## config.mk

```make
export PLATFORM = sky130hd
export DESIGN_NAME = usb_fs_diff_tx
export DESIGN_NICKNAME = d
export VERILOG_FILES = /design/src/rtl/usb_fs_diff_tx.sv
export SDC_FILE = /design/constraint.sdc
export NUM_CORES = 1
export LEC_CHECK = 0
export BUFFER_PORTS_ARGS = -buffer_cell sky130_fd_sc_hd__buf_2
export CORE_ASPECT_RATIO = 1.25
export CORE_UTILIZATION = 40
export DETAILED_ROUTE_END_ITERATION = 12
export SLEW_MARGIN = 20
export SYNTH_ARGS = -nofsm -noshare
export SYNTH_HDL_FRONTEND = slang
export SYNTH_SLANG_ARGS = --single-unit
```

## constraint.sdc

```tcl
create_clock -name clk_i -period 2.3 [get_ports clk_i]
set_input_delay 0 -clock clk_i [delete_from_list [all_inputs] [get_ports clk_i]]
set_output_delay 0 -clock clk_i [all_outputs]
set_load 0.005 [all_outputs]
```

## src/rtl/usb_fs_diff_tx.sv

```systemverilog
// Full-speed USB serial transmitter: SYNC, LSB-first NRZI data with bit stuffing, and EOP on dp/dn/oe.
// Define USB_FS_DIFF_TX_OBS_EN to expose the registered pre-NRZI data bit on usb_diff_tx_obs_o.
module usb_fs_diff_tx #(
  parameter int unsigned StuffLen   = 6,
  parameter int unsigned EopSe0Bits = 2
) (
  input  logic       clk_i,
  input  logic       rst_i,
  input  logic       bit_en_i,
  input  logic [7:0] data_i,
  input  logic       data_valid_i,
  input  logic       data_last_i,
  output logic       data_ready_o,
  output logic       usb_dp_o,
  output logic       usb_dn_o,
  output logic       usb_oe_o,
  output logic       busy_o,
  output logic       underrun_o,
  output logic       usb_diff_tx_obs_o
);

  typedef enum logic [2:0] {
    ST_IDLE,
    ST_SYNC,
    ST_DATA,
    ST_STUFF,
    ST_EOP_SE0,
    ST_EOP_J
  } state_t;

  localparam logic [2:0] STUFF_LEN = 3'(StuffLen);
  localparam logic [1:0] EOP_LAST  = 2'(EopSe0Bits - 1);

  state_t      state_q, state_d;
  logic [2:0]  bit_cnt_q, bit_cnt_d;
  logic [2:0]  ones_q, ones_d;
  logic [1:0]  eop_cnt_q, eop_cnt_d;
  logic        ret_eop_q, ret_eop_d;
  logic        last_q, last_d;
  logic        level_q, level_d;
  logic        dp_q, dp_d;
  logic        dn_q, dn_d;
  logic        oe_q, oe_d;
  logic        busy_q, busy_d;
  logic        underrun_q, underrun_d;
  logic [7:0]  shift_q, shift_d;

  logic        emit;
  logic        line_bit;
  logic [2:0]  ones_next;
  logic        goto_eop;

  always_ff @(posedge clk_i) begin
    if (rst_i) begin
      state_q    <= ST_IDLE;
      bit_cnt_q  <= 3'd0;
      ones_q     <= 3'd0;
      eop_cnt_q  <= 2'd0;
      ret_eop_q  <= 1'b0;
      last_q     <= 1'b0;
      level_q    <= 1'b1;
      dp_q       <= 1'b1;
      dn_q       <= 1'b0;
      oe_q       <= 1'b0;
      busy_q     <= 1'b0;
      underrun_q <= 1'b0;
    end else begin
      state_q    <= state_d;
      bit_cnt_q  <= bit_cnt_d;
      ones_q     <= ones_d;
      eop_cnt_q  <= eop_cnt_d;
      ret_eop_q  <= ret_eop_d;
      last_q     <= last_d;
      level_q    <= level_d;
      dp_q       <= dp_d;
      dn_q       <= dn_d;
      oe_q       <= oe_d;
      busy_q     <= busy_d;
      underrun_q <= underrun_d;
    end
  end

  // Byte shift register is pure data and carries no reset.
  always_ff @(posedge clk_i) begin
    shift_q <= shift_d;
  end

  always_comb begin
    state_d      = state_q;
    bit_cnt_d    = bit_cnt_q;
    ones_d       = ones_q;
    eop_cnt_d    = eop_cnt_q;
    ret_eop_d    = ret_eop_q;
    last_d       = last_q;
    shift_d      = shift_q;
    level_d      = level_q;
    dp_d         = dp_q;
    dn_d         = dn_q;
    oe_d         = oe_q;
    busy_d       = busy_q;
    underrun_d   = 1'b0;
    data_ready_o = 1'b0;
    emit         = 1'b0;
    line_bit     = 1'b0;
    ones_next    = 3'd0;
    goto_eop     = 1'b0;

    case (state_q)
      ST_IDLE: begin
        data_ready_o = 1'b1;
        if (data_valid_i) begin
          shift_d   = data_i;
          last_d    = data_last_i;
          busy_d    = 1'b1;
          bit_cnt_d = 3'd0;
          ones_d    = 3'd0;
          state_d   = ST_SYNC;
        end
      end
      ST_SYNC: if (bit_en_i) begin
        emit      = 1'b1;
        line_bit  = (bit_cnt_q == 3'd7);
        ones_d    = line_bit ? ones_q + 3'd1 : 3'd0;
        bit_cnt_d = bit_cnt_q + 3'd1;
        if (bit_cnt_q == 3'd7) state_d = ST_DATA;
      end
      ST_DATA: if (bit_en_i) begin
        emit      = 1'b1;
        line_bit  = shift_q[bit_cnt_q];
        ones_next = line_bit ? ones_q + 3'd1 : 3'd0;
        ones_d    = ones_next;
        bit_cnt_d = bit_cnt_q + 3'd1;
        // Refill slot: the next byte is taken in the same tick that sends bit 7.
        if (bit_cnt_q == 3'd7) begin
          if (last_q) begin
            goto_eop = 1'b1;
          end else begin
            data_ready_o = 1'b1;
            if (data_valid_i) begin
              shift_d = data_i;
              last_d  = data_last_i;
            end else begin
              underrun_d = 1'b1;
              goto_eop   = 1'b1;
            end
          end
        end
        if (ones_next == STUFF_LEN) begin
          state_d   = ST_STUFF;
          ret_eop_d = goto_eop;
        end else if (goto_eop) begin
          state_d   = ST_EOP_SE0;
          eop_cnt_d = 2'd0;
        end
      end
      ST_STUFF: if (bit_en_i) begin
        emit      = 1'b1;
        line_bit  = 1'b0;
        ones_d    = 3'd0;
        eop_cnt_d = 2'd0;
        state_d   = ret_eop_q ? ST_EOP_SE0 : ST_DATA;
      end
      ST_EOP_SE0: if (bit_en_i) begin
        dp_d      = 1'b0;
        dn_d      = 1'b0;
        oe_d      = 1'b1;
        eop_cnt_d = eop_cnt_q + 2'd1;
        if (eop_cnt_q == EOP_LAST) begin
          state_d   = ST_EOP_J;
          eop_cnt_d = 2'd0;
        end
      end
      ST_EOP_J: if (bit_en_i) begin
        // First tick drives J; the following tick releases the pad.
        if (eop_cnt_q == 2'd0) begin
          dp_d      = 1'b1;
          dn_d      = 1'b0;
          eop_cnt_d = 2'd1;
        end else begin
          dp_d      = 1'b1;
          dn_d      = 1'b0;
          oe_d      = 1'b0;
          busy_d    = 1'b0;
          level_d   = 1'b1;
          ones_d    = 3'd0;
          bit_cnt_d = 3'd0;
          eop_cnt_d = 2'd0;
          state_d   = ST_IDLE;
        end
      end
      default: state_d = ST_IDLE;
    endcase

    if (emit) begin
      level_d = line_bit ? level_q : ~level_q;
      dp_d    = level_d;
      dn_d    = ~level_d;
      oe_d    = 1'b1;
    end
  end

  assign usb_dp_o   = dp_q;
  assign usb_dn_o   = dn_q;
  assign usb_oe_o   = oe_q;
  assign busy_o     = busy_q;
  assign underrun_o = underrun_q;

`ifdef USB_FS_DIFF_TX_OBS_EN
  logic obs_q;

  // Stuff bits and EOP/idle ticks carry line_bit = 0, so they show as 0 here.
  always_ff @(posedge clk_i) begin
    if (rst_i) begin
      obs_q <= 1'b0;
    end else if (bit_en_i) begin
      obs_q <= emit & line_bit;
    end
  end

  assign usb_diff_tx_obs_o = obs_q;
`else
  assign usb_diff_tx_obs_o = 1'b0;
`endif

endmodule
```

; ---- Yosys cells after proc, flatten, opt, wreduce, memory -nomap -nowiden
; Index checks and enable logic that the tools add are counted.
[classes]
n_addsub = 3
n_lt_le_gt_ge = 1
n_eq_ne = 27
muxes = 75
bitwise = 5
reduce_logical = 27
[op_table]
columns = operator, n
row1 = $mux W3, 19
row2 = $mux W1, 33
row3 = $mux W8, 4
row4 = $ne A2 B2 Y1 const B, 14
row5 = $pmux W3 S6, 1
row6 = $pmux W8 S2, 1
row7 = $reduce_and A4 Y1, 4
row8 = $pmux W3 S5, 1
row9 = $mux W2, 7
row10 = $reduce_and A7 Y1, 2
row11 = $eq A3 B3 Y1 const B, 4
row12 = $ne A3 B3 Y1 const B, 4
row13 = $pmux W1 S2, 6
row14 = $reduce_and A10 Y1, 1
row15 = $reduce_bool A2 Y1, 5
row16 = $pmux W3 S3, 1
row17 = $reduce_and A3 Y1, 3
row18 = $pmux W2 S4, 1
row19 = $add A3 B1 Y3 const B, 2
row20 = $eq A3 B2 Y1 const B, 2
row21 = $reduce_bool A3 Y1, 2
row22 = $not A1 Y1, 5
row23 = $reduce_and A5 Y1, 1
row24 = $reduce_bool A5 Y1, 1
row25 = 13 further kinds, 14
[word_totals]
reg_bits = 27
in_bits = 13
word_cells = 151

; ---- Depth between registers and ports, before layout
; Gate-level depths: netlist of the first run.
[depth]
word_depth = 9
mapped_depth = 7
mapped_depth_nobuf = 7

; ---- Worst setup path before layout of the first run
; No wires, ideal clock.
[synth_timing]
kind = reg-to-reg
from = reg bit_cnt_q[1]
to = reg shift_q[0] (enable)
setup_time_ps = 375
arrival_ps = 1564
t_required_ps = 1925
slack_ps = 361
path_stages_with_launch = 6
path_buffers = 0
cell_sequence = dfxtp_1 -> ha_1 -> ha_1 -> nand2_1 -> or2_2 -> a21oi_1
[synth_via]
elab_chain_len = 3
[synth_lines]
columns = element, line
row1 = start: declaration, 35  ; logic [2:0] bit_cnt_q, bit_cnt_d;
row2 = start signal: assignment, 69  ; bit_cnt_q <= bit_cnt_d;
row3 = $eq A3 B3 Y1, 134  ; if (bit_cnt_q == 3'd7) begin
row4 = $ne A2 B2 Y1 (no source line), n/a
row5 = $reduce_and A4 Y1 (no source line), n/a
row6 = end signal: assignment, 85  ; shift_q <= shift_d;
row7 = end: declaration, 46  ; logic [7:0] shift_q, shift_d;
; No other way between the ends.
; A chain may end at the register's enable or synchronous reset.

; ---- Final worst setup path of the first run
[layout_timing]
from = reg bit_cnt_q[0]
to = out data_ready_o
[layout_via]
elab_chain_len = 4
[layout_lines]
columns = element, line
row1 = $eq A3 B3 Y1, 134
row2 = $mux W1, 134
row3 = $mux W1, 127  ; ST_DATA: if (bit_en_i) begin
row4 = $pmux W1 S2, 108  ; case (state_q)
row5 = end: declaration, 13  ; output logic data_ready_o,
; No other way between the ends.

==> impl_results.md, run 1 <==
- Post-route ant nets: 0
- Synthesized area per cell: ~9 sq um
- Max_cap viols: 0
- CTS tree: built
- Synth Warn #: 0
- DP Wirelength: 2530 um
- Crit. End Element: primary output
- RSZ-0062 raised after global routing: no
- Reg2reg path depth: 7
- Area leader, netlist: dfxtp_1
- Num rows: 25
- Maximum vdd ir drop: roughly 0.4 mV
- R2R Path Start: bit_cnt_q[0]
- Nets: around 220
- Worst-path clk slew: 90 ps
- TNS Setup: 0 ps
- DR iter-0 viols: 39
- Synth Area in XOR/XNOR: under 10%
- Root Driver: clkbuf_8
- Final setup vio count: 0
- Total GRT Usage: roughly 18%
- Adder-Cell Fraction of Synth Area: 2.39%
- Initial antenna violation count: 0
- Simple-gate area share of the yosys netlist: approximately a quarter
- Fin util: 48.8%
- Crit-path cells: ha_1 > ha_1 > nand2_1 > or2_2 > a211oi_1 > buf_2
- Status: complete, but fails checks
- Final hold slack: 131 ps
- Die Ht: roughly 70 um
- H-tree levels: 1
- Sequential share of power: between 40% and 50%
- Compound-Gate Fraction of Synth Area: between 10% and 20%
- Starting Density: slightly above 40%
- Worst Path Arrival: 2030 ps
- Gate power share: about 43%
- CP max-delay cell: dfxtp_1
- EDFF count, synth: 8
- Leak pwr: just over 0.7 nW
- # port buffers: 18
- Async set-or-reset flop fraction in the synthesized netlist: 0%
- Sw Ratio: between 30 and 40%
- Fin. Hold Viols: 0
- Yosys cell types: 48
- Internal: 1.08 mW
- Clock network power share: approximately 15%
- Number of global-route vias before repair: approximately 1,300
- Layout area overhead: 17.5%
- Sequential-to-total area share from yosys stat: 39.5%
- DRT Pass-1 Iters: 8
- Vias post-DR: about 1,300
- Global placement routability congestion: between 0.8 and 0.9
- Worst r2r dst: state_q[1]
- Placeable core region: approximately 3800 sq um
- Crit-path max cell delay: around 530 ps
- Yosys reg bits: 27
- CTS Buf Count: 3
- Critical path startpoint category: register
- Net Switching: 658 uW
- Detail-routed net length per standard cell: 13.4 um
- Clock period minus worst slack: 2030 ps
- Primary FF master, synth: dfxtp_1
- Syn Nets: ~190
- Fin crit share: between 80% and 90%
- Worst-path maximum fanout: 7
- Worst Path Required: around 2300 ps
- Sinks on Clock Net: 27
- First-pass GRT wire length: between 5000 and 6000 um
- Hold-fix buffers, CTS: 10
- Most used cell, CP: ha_1
- DRT Wirelength: roughly 3400 um
- Post-synth top area share: 24.2%
- Final setup skew: roughly 2.7 ps
- Max Fclk: approximately 490 MHz
- Hold Crit Class: in2reg
- CP top delay family: flip-flops
- Synth top area cells: dfxtp_1 24%, edfxtp_1 15%, mux2i_1 7.0%
- Power Density: approximately 940 nW/um^2
- Vias per inst: between 5 and 6
- Worst-Skew Late Latency: between 200 and 300 ps
- Most frequent cells in the layout: 19 x dfxtp_1, 18 x buf_2, 15 x a21oi_1
- Largest family of logic cells by synthesized area: simple AND/OR/NAND/NOR gates
- Number of I/O pins: 20
- DRC Markers: 1
- Antenna diode count: 0
- Most common cell after layout, fill and taps aside: dfxtp_1
- Fraction of layout cells with a size suffix above 1: 16.6%
- Failing checks: DRC
- Hold Path Stages: 2
- Mux share of post-synthesis cell area: approximately 8%
- Critical path class: reg2out
- Mapped Area: approximately 1600 sq um
- Slew Viols, Final: 0
- Die Area: between 4000 and 5000 sq um
- Clock Path Buffers: 2
- Largest net degree at the start of global routing: 21
- Total chip power: approximately 1.7 mW
- Worst hold start: rst_i
- Hold endpoint: bit_cnt_q[2]
- Chip Width: 58.0 um
- Crit path buf inv count: 1
- Post-CTS setup buffers: 0
- Total congestion overflow: 0
- Synth Instances: around 180
- R2r setup slk: ~300 ps
- Cts repair resizes: 0
flip-flops by register name (all words and copies together) (netlist names), 2 cells and up:
| signal | count |
|---|---|
| shift_q | 8 |
| eop_cnt_q | 2 |
| state_q | 3 |
| ones_q | 3 |
| bit_cnt_q | 3 |
cells by family (layout without fill, tap and decap cells):
kind of cell	after synthesis	count (layout)
fa+ha+maj	3	3
mux	12	12
buf+inv	16	40
other cells	1	1
flops	27	27
compound gates	42	42
simple gates	71	71
xor+xnor	3	3
synth_stat cells (4+ instances only):
library cell  count
mux2i_1          11
o21ai_0           8
edfxtp_1          8
inv_1             4
nor2b_1          11
nor2_1           14
nor3_1            7
clkbuf_1          6
nand2_1          12
nor3b_1           5
dfxtp_1          19
a21oi_1          15
per-layer routing:
layer / GRT usage [%] / share of wire, % / wire length [um]
met5: 0 / 0 / 0
met2: 33.3 / 52 / 1770
met4: 6.35 / 1.8 / 61
met3: 2.32 / 3.1 / 105
met1: 20.6 / 43 / 1450
cell type report:
cell class | instances | area (sq um)
multi-input combinational | 132 | 876
sequential | 27 | 621
tap | 54 | 67.6
clock buffer | 3 | 41.3
fill | 368 | 1940
inverter | 4 | 15.0
clock inverter | 1 | 5.00
timing repair buffer | 32 | 220
per-stage QoR:
step           cell area [sq um]  setup WS (ps)  cells
2_1_floorplan               1570            361    175
3_3_place_gp                1700            399    239
3_5_place_dp                1700            305    239
4_1_cts                     1850            251    253
5_1_grt                     1850            114    253
6_report                    1850            265    253
power groups by stage:
stage	Clock [mW]	Sequential (mW)	Combinational (mW)
2_1_floorplan	0	0.660	0.619
3_3_place_gp	0	0.731	0.720
3_5_place_dp	0	0.739	0.731
4_1_cts	0.273	0.726	0.748
5_1_grt	0.291	0.746	0.842
6_report	0.265	0.726	0.745
worst max path at each step:
stage / start / slack, ps / endpoint / cells past startpoint
2_1_floorplan: bit_cnt_q[1] / 360 / shift_q[0] / 5
3_3_place_gp: bit_cnt_q[0] / 400 / shift_q[3] / 6
3_5_place_dp: bit_cnt_q[0] / 300 / state_q[1] / 7
4_1_cts: bit_cnt_q[0] / 250 / data_ready_o / 6
5_1_grt: bit_cnt_q[0] / 110 / data_ready_o / 6
6_report: bit_cnt_q[0] / 270 / data_ready_o / 6
worst register-to-register path: stages, from the launching register on:
cell,delay [ps]
dfxtp_1,530
ha_1,210
ha_1,230
inv_1,70
o21ai_0,350
a31o_2,220
a21oi_1,80
a311oi_1,230
No activity file was read; power rests on OpenSTA's default activity.
==> inputs of run 2 (changes only) <==
Settings changed: ABC_AREA set to 1, CAP_MARGIN set to 20.
==> impl_results.md, run 2 <==
- Starting Density: 41.8%
- Worst r2r dst: shift_q[0]
- First-pass GRT wire length: 5620 um
- Start point of the critical path: bit_cnt_q[0]
- Area leader, netlist: dfxtp_1
- Max Fclk: 559 MHz
- Global placement routability congestion: between 0.9 and 1
- Most frequent cell after synthesis: nand2_1
- Maximum vdd ir drop: about 0.59 mV
- Num rows: 24
- Synth Warn #: 0
- R2R Path Start: bit_cnt_q[0]
- Worst-Skew Late Latency: around 270 ps
- Worst-path maximum fanout: 8
- Synth Area in XOR/XNOR: less than 1%
- Layout area overhead: 18.4%
- CP max-delay cell: dfxtp_1
- Sinks on Clock Net: 27
- CP top delay family: flip-flops
- Crit-path max cell delay: about 450 ps
- Vias per inst: approximately 5
- Power Density: about 970 nW/um^2
- Met2 routed WL: 1630 um
- Met1 Wirelength: approximately 1500 um
- Yosys reg bits: 27
- Number of global-route vias before repair: ~1,300
- Critical path startpoint category: register
- Leak pwr: 0.802 nW
- DRT Pass-1 Iters: 4
- Vias post-DR: ~1,400
- Most common cell after layout, fill and taps aside: nand2_1
- Nets: about 250
- DRT Wirelength: 3280 um
- DRC Markers: 0
- Largest family of logic cells by synthesized area: simple AND/OR/NAND/NOR gates
- Synthesized area per cell: about 7.1 sq um
- Async set-or-reset flop fraction in the synthesized netlist: 0%
- Sequential-to-total area share from yosys stat: 42.2%
- Total GRT Usage: 18.1%
- WP depth: 7
- Most frequent cells in the layout: 46 x nand2_1, 26 x inv_1, 22 x nor2_1
- Post-synth top area share: between 20% and 30%
- Post-CTS setup buffers: 0
- Simple-gate area share of the yosys netlist: a little over 30%
- Crit path buf inv count: 2
- CTS tree: built
- Detail-routed net length per standard cell: around 12 um
- Adder-Cell Fraction of Synth Area: between 2 and 3%
- Crit-path cells: ha_1 > ha_1 > inv_1 > nor3_1 > nand2_1 > a21oi_1 > buf_4
- Synth Instances: between 200 and 250
- Mapped Area: about 1500 sq um
- CTS Buf Count: 3
- Antenna diode count: 0
- Max_cap viols: 0
- Root Driver: clkbuf_8
- # port buffers: 18
- Final setup skew: between 5 and 6 ps
- Critical path class: reg2reg
- Worst Path Required: between 2000 and 2500 ps
- RSZ-0062 raised after global routing: no
- Crit. End Element: register
- Die Ht: approximately 70 um
- Reg area: slightly above 600 sq um
- EDFF count, synth: 8
- Placeable core region: between 3000 and 4000 sq um
- Top cells by count, synth: 46 x nand2_1, 26 x inv_1, 22 x nor2_1
- H-tree levels: 1
- TNS Setup: 0 ps
- Clock period minus worst slack: roughly 1800 ps
- Slew Viols, Final: 0
- Most flops, register: shift_q
- Fin. Hold Viols: 0
- Largest register FFs: 8
- R2r setup slk: 510 ps
- Highest metal used: met4
- Clock Path Buffers: 2
- Mux share of post-synthesis cell area: 0%
- Primary FF master, synth: dfxtp_1
- Chip Width: roughly 56 um
- Number of fill cells: 359
- Worst Path Arrival: between 1500 and 2000 ps
- Final hold slack: 15.2 ps
- Reg2reg path depth: 7
- DR iter-0 viols: 50
- Final setup vio count: 0
- Status: finished clean
- Yosys cell types: 31
- Fin crit share: ~78%
- Syn Nets: about 220
- Hold Crit Class: in2reg
- Total congestion overflow: 0
- Multi-input logic area: around 700 sq um
- Synth top area cells: dfxtp_1 26%, edfxtp_1 16%, nand2_1 12%
- Largest net degree at the start of global routing: 17
- Worst-path clk slew: 90 ps
- Routed wl met3: 57 um
- Number of I/O pins: 20
- Critical Path Sink: shift_q[0]
- Fraction of layout cells with a size suffix above 1: 18.3%
- DP Wirelength: 2470 um
- Compound-Gate Fraction of Synth Area: 14.1%
- Post-route ant nets: 0
- Most used cell, CP: ha_1
- Initial antenna violation count: 0
- Die Area: slightly below 4000 sq um
run 2: cell types whose count changed in the layout (fill, tap and decap cells not counted), sizes merged, moves of 11 or more:
cell   previous run  this run
nand2            12        51
nor2             14        25
inv               4        34
nor2b            11         0
nand3             3        18
mux2i            11         0
run 2: final cells by class:
cell class | count | share of cell area, %
Clock inverter | 1 | 0.431
Sequential cell | 27 | 35.7
Timing Repair Buffer | 28 | 10.8
Multi-Input combinational cell | 141 | 40.3
Inverter | 35 | 7.62
Tap cell | 39 | 2.80
Clock buffer | 3 | 2.37
run 2: cell families (layout without fill, tap and decap cells):
logic type / after synthesis / in the layout
adder cells (fa/ha/maj): 3 / 3
AND/OR/NAND/NOR: 99 / 99
XOR/XNOR: 1 / 1
other: 1 / 1
flip-flops: 27 / 27
buffers and inverters: 38 / 67
AO/OA/AOI/OAI: 37 / 37
run 2: per-stage QoR:
step           instance area (sq um)  util [%]  setup WS (ps)  power (mW)  cells
6_report                        1740      49.5            512        1.68    274
5_1_grt                         1740      49.5            408        1.83    274
4_1_cts                         1740      49.5            532        1.69    274
3_5_place_dp                    1600      45.6            561        1.40    261
3_3_place_gp                    1600      45.6            570        1.40    261
2_1_floorplan                   1470         -            424        1.21    206
run 2: worst min-delay path by stage:
stage	depth (start not counted)	start	end	slack [ps]
CTS	3	data_last_i	last_q	10
global placement	1	data_i[1]	shift_q[1]	180
finish	3	data_last_i	last_q	20
global route	3	data_last_i	last_q	30
detailed placement	1	data_i[1]	shift_q[1]	180
floorplan	1	rst_i	underrun_o	80
run 2: layer usage:
metal / up-vias / global-route usage, %
met5: - / 0
met4: 0 / 8.94
met3: 8 / 1.87
met2: 20 / 31.9
met1: 628 / 21.6
li1: 722 / -
run 2: timing repair:
| action | 4_1_cts | 5_1_grt |
|---|---|---|
| endpoints found under the hold margin | 9 | 0 |
| hold buffers | 9 | 0 |
| gates resized for setup | 0 | 0 |
run 2: power by group:
| group | switching, mW | total, mW | internal (mW) |
|---|---|---|---|
| Combinational | 0.493 | 0.751 | 0.258 |
| Clock | 0.152 | 0.275 | 0.123 |
| Sequential | 0.0610 | 0.654 | 0.593 |
run 2: tightest hold or removal path: stages:
cell and delay (ps):
buf_2 100, o2111ai_1 90, a21oi_1 60
==> inputs of run 3 (changes only) <==
Clock period 2.3 ns to 1.8 ns, I/O delays scaled along.
==> impl_results.md, run 3 (synthesized netlist as in run 2, its figures left out) <==
- Die Ht: 69.8 um
- Most common cell after layout, fill and taps aside: nand2_1
- Worst Path Required: around 1800 ps
- Num rows: 24
- Placeable core region: roughly 3500 sq um
- Post-CTS setup buffers: 0
- # port buffers: 18
- TNS Setup: 0 ps
- CTS tree: built
- DP Wirelength: about 2600 um
- Total chip power: 2.17 mW
- Power Density: approximately 1200 nW/um^2
- Failing checks: hold timing
- Final setup vio count: 0
- Final setup skew: approximately 3.2 ps
- DRT Pass-1 Iters: 4
- Dpl ws: 189 ps
- Number of I/O pins: 20
- Post-route ant nets: 0
- Global placement routability congestion: roughly 0.9
- Max Fclk: 616 MHz
- Antenna diode count: 0
- PnR worst setup slack: about 180 ps
- Fraction of layout cells with a size suffix above 1: between 10% and 20%
- Layout area overhead: 19.8%
- RSZ-0062 raised after global routing: no
- Worst-Skew Late Latency: between 200 and 300 ps
- Sinks on Clock Net: 27
- Fin. Hold Viols: 1
- Slew Viols, Final: 0
- Leak pwr: about 0.81 nW
- Final Instance Area: roughly 1800 sq um
- Vias per inst: a little under 5
- H-tree levels: 1
- Max_cap viols: 0
- Crit. End Element: register
- Worst-path maximum fanout: 8
- Cell Area, Placed: 1620 sq um
- Most frequent cells in the layout: 46 x nand2_1, 26 x inv_1, 21 x nor2_1
- Nets: around 250
- DRC Markers: 0
- DR iter-0 viols: 28
- Final hold slack: -1.87 ps
- Total congestion overflow: 0
- Worst Path Arrival: between 1500 and 2000 ps
- Most flops, register: shift_q
- Status: complete, but fails checks
- Largest net degree at the start of global routing: 17
- Chip Width: between 50 and 60 um
- Initial antenna violation count: 0
- Hold Crit Class: in2reg
- Critical path class: reg2reg
- Die Area: between 3000 and 4000 sq um
- Root Driver: clkbuf_8
- DRT Wirelength: 3270 um
- First-pass GRT wire length: 5550 um
- Clock Path Buffers: 2
- Worst-path clk slew: approximately 100 ps
- R2r setup slk: ~180 ps
- Critical path startpoint category: register
- Fin crit share: 90.1%
- Vias post-DR: approximately 1,400
- CTS Buf Count: 3
- Largest register FFs: 8
- Total GRT Usage: 18.4%
- Number of global-route vias before repair: 1,329
- Detail-routed net length per standard cell: 11.9 um
- Starting Density: between 40% and 50%
- Maximum vdd ir drop: between 0.6 and 0.7 mV
- Clock period minus worst slack: between 1500 and 2000 ps
[run 3: cell count changes in the layout (fill, tap and decap cells not counted), sizes merged]
cell,previous run,this run
buf,19,21
[run 3: critical path: stages, from the launching register on]
cell,delay [ps]
dfxtp_1,350
ha_1,140
ha_1,190
inv_1,90
nor3_1,170
nand2_1,120
a21oi_2,120
buf_4,170
[run 3: layout make-up]
cell class	instances	area, sq um
clock buffer	3	41.3
timing repair buffer	30	203
sequential	27	621
inverter	35	133
tap	39	48.8
multi-input combinational	141	708
clock inverter	1	7.51
fill	357	1750
[run 3: repair_timing]
item	CTS	global route
resized for setup	0	2
hold endpoints to repair	9	0
hold buffers	9	0
endpoints found under the setup margin	0	2
[run 3: worst paths after layout]
path,startpoint,endpoint,cells past startpoint
min,data_last_i,last_q,3
min reg2reg,usb_oe_o,usb_oe_o,2
max reg2reg,bit_cnt_q[0],shift_q[6],7
max,bit_cnt_q[0],shift_q[6],7
[run 3: stage by stage]
| step | instances | utilization (%) |
|---|---|---|
| 2_1_floorplan | 206 | - |
| 5_1_grt | 276 | 50.1 |
| 3_3_place_gp | 263 | 46.1 |
| 6_report | 276 | 50.1 |
| 3_5_place_dp | 263 | 46.1 |
| 4_1_cts | 276 | 50.1 |
[run 3: layer usage]
| metal | share of wire (%) | track usage [%] | vias to the layer above | wire, um |
|---|---|---|---|---|
| met2 | 50 | 32.1 | 29 | 1630 |
| met1 | 44 | 21.4 | 595 | 1430 |
| li1 | - | - | 723 | - |
| met4 | 3.6 | 10.8 | 0 | 119 |
| met5 | 0 | 0 | - | 0 |
| met3 | 3.1 | 1.68 | 11 | 101 |
[run 3: report_power, final]
group | leakage, nW | internal, mW | switching [mW] | total (mW)
logic | 0.561 | 0.346 | 0.641 | 0.987
clock network | 0.0217 | 0.158 | 0.203 | 0.361
registers | 0.231 | 0.757 | 0.0651 | 0.823
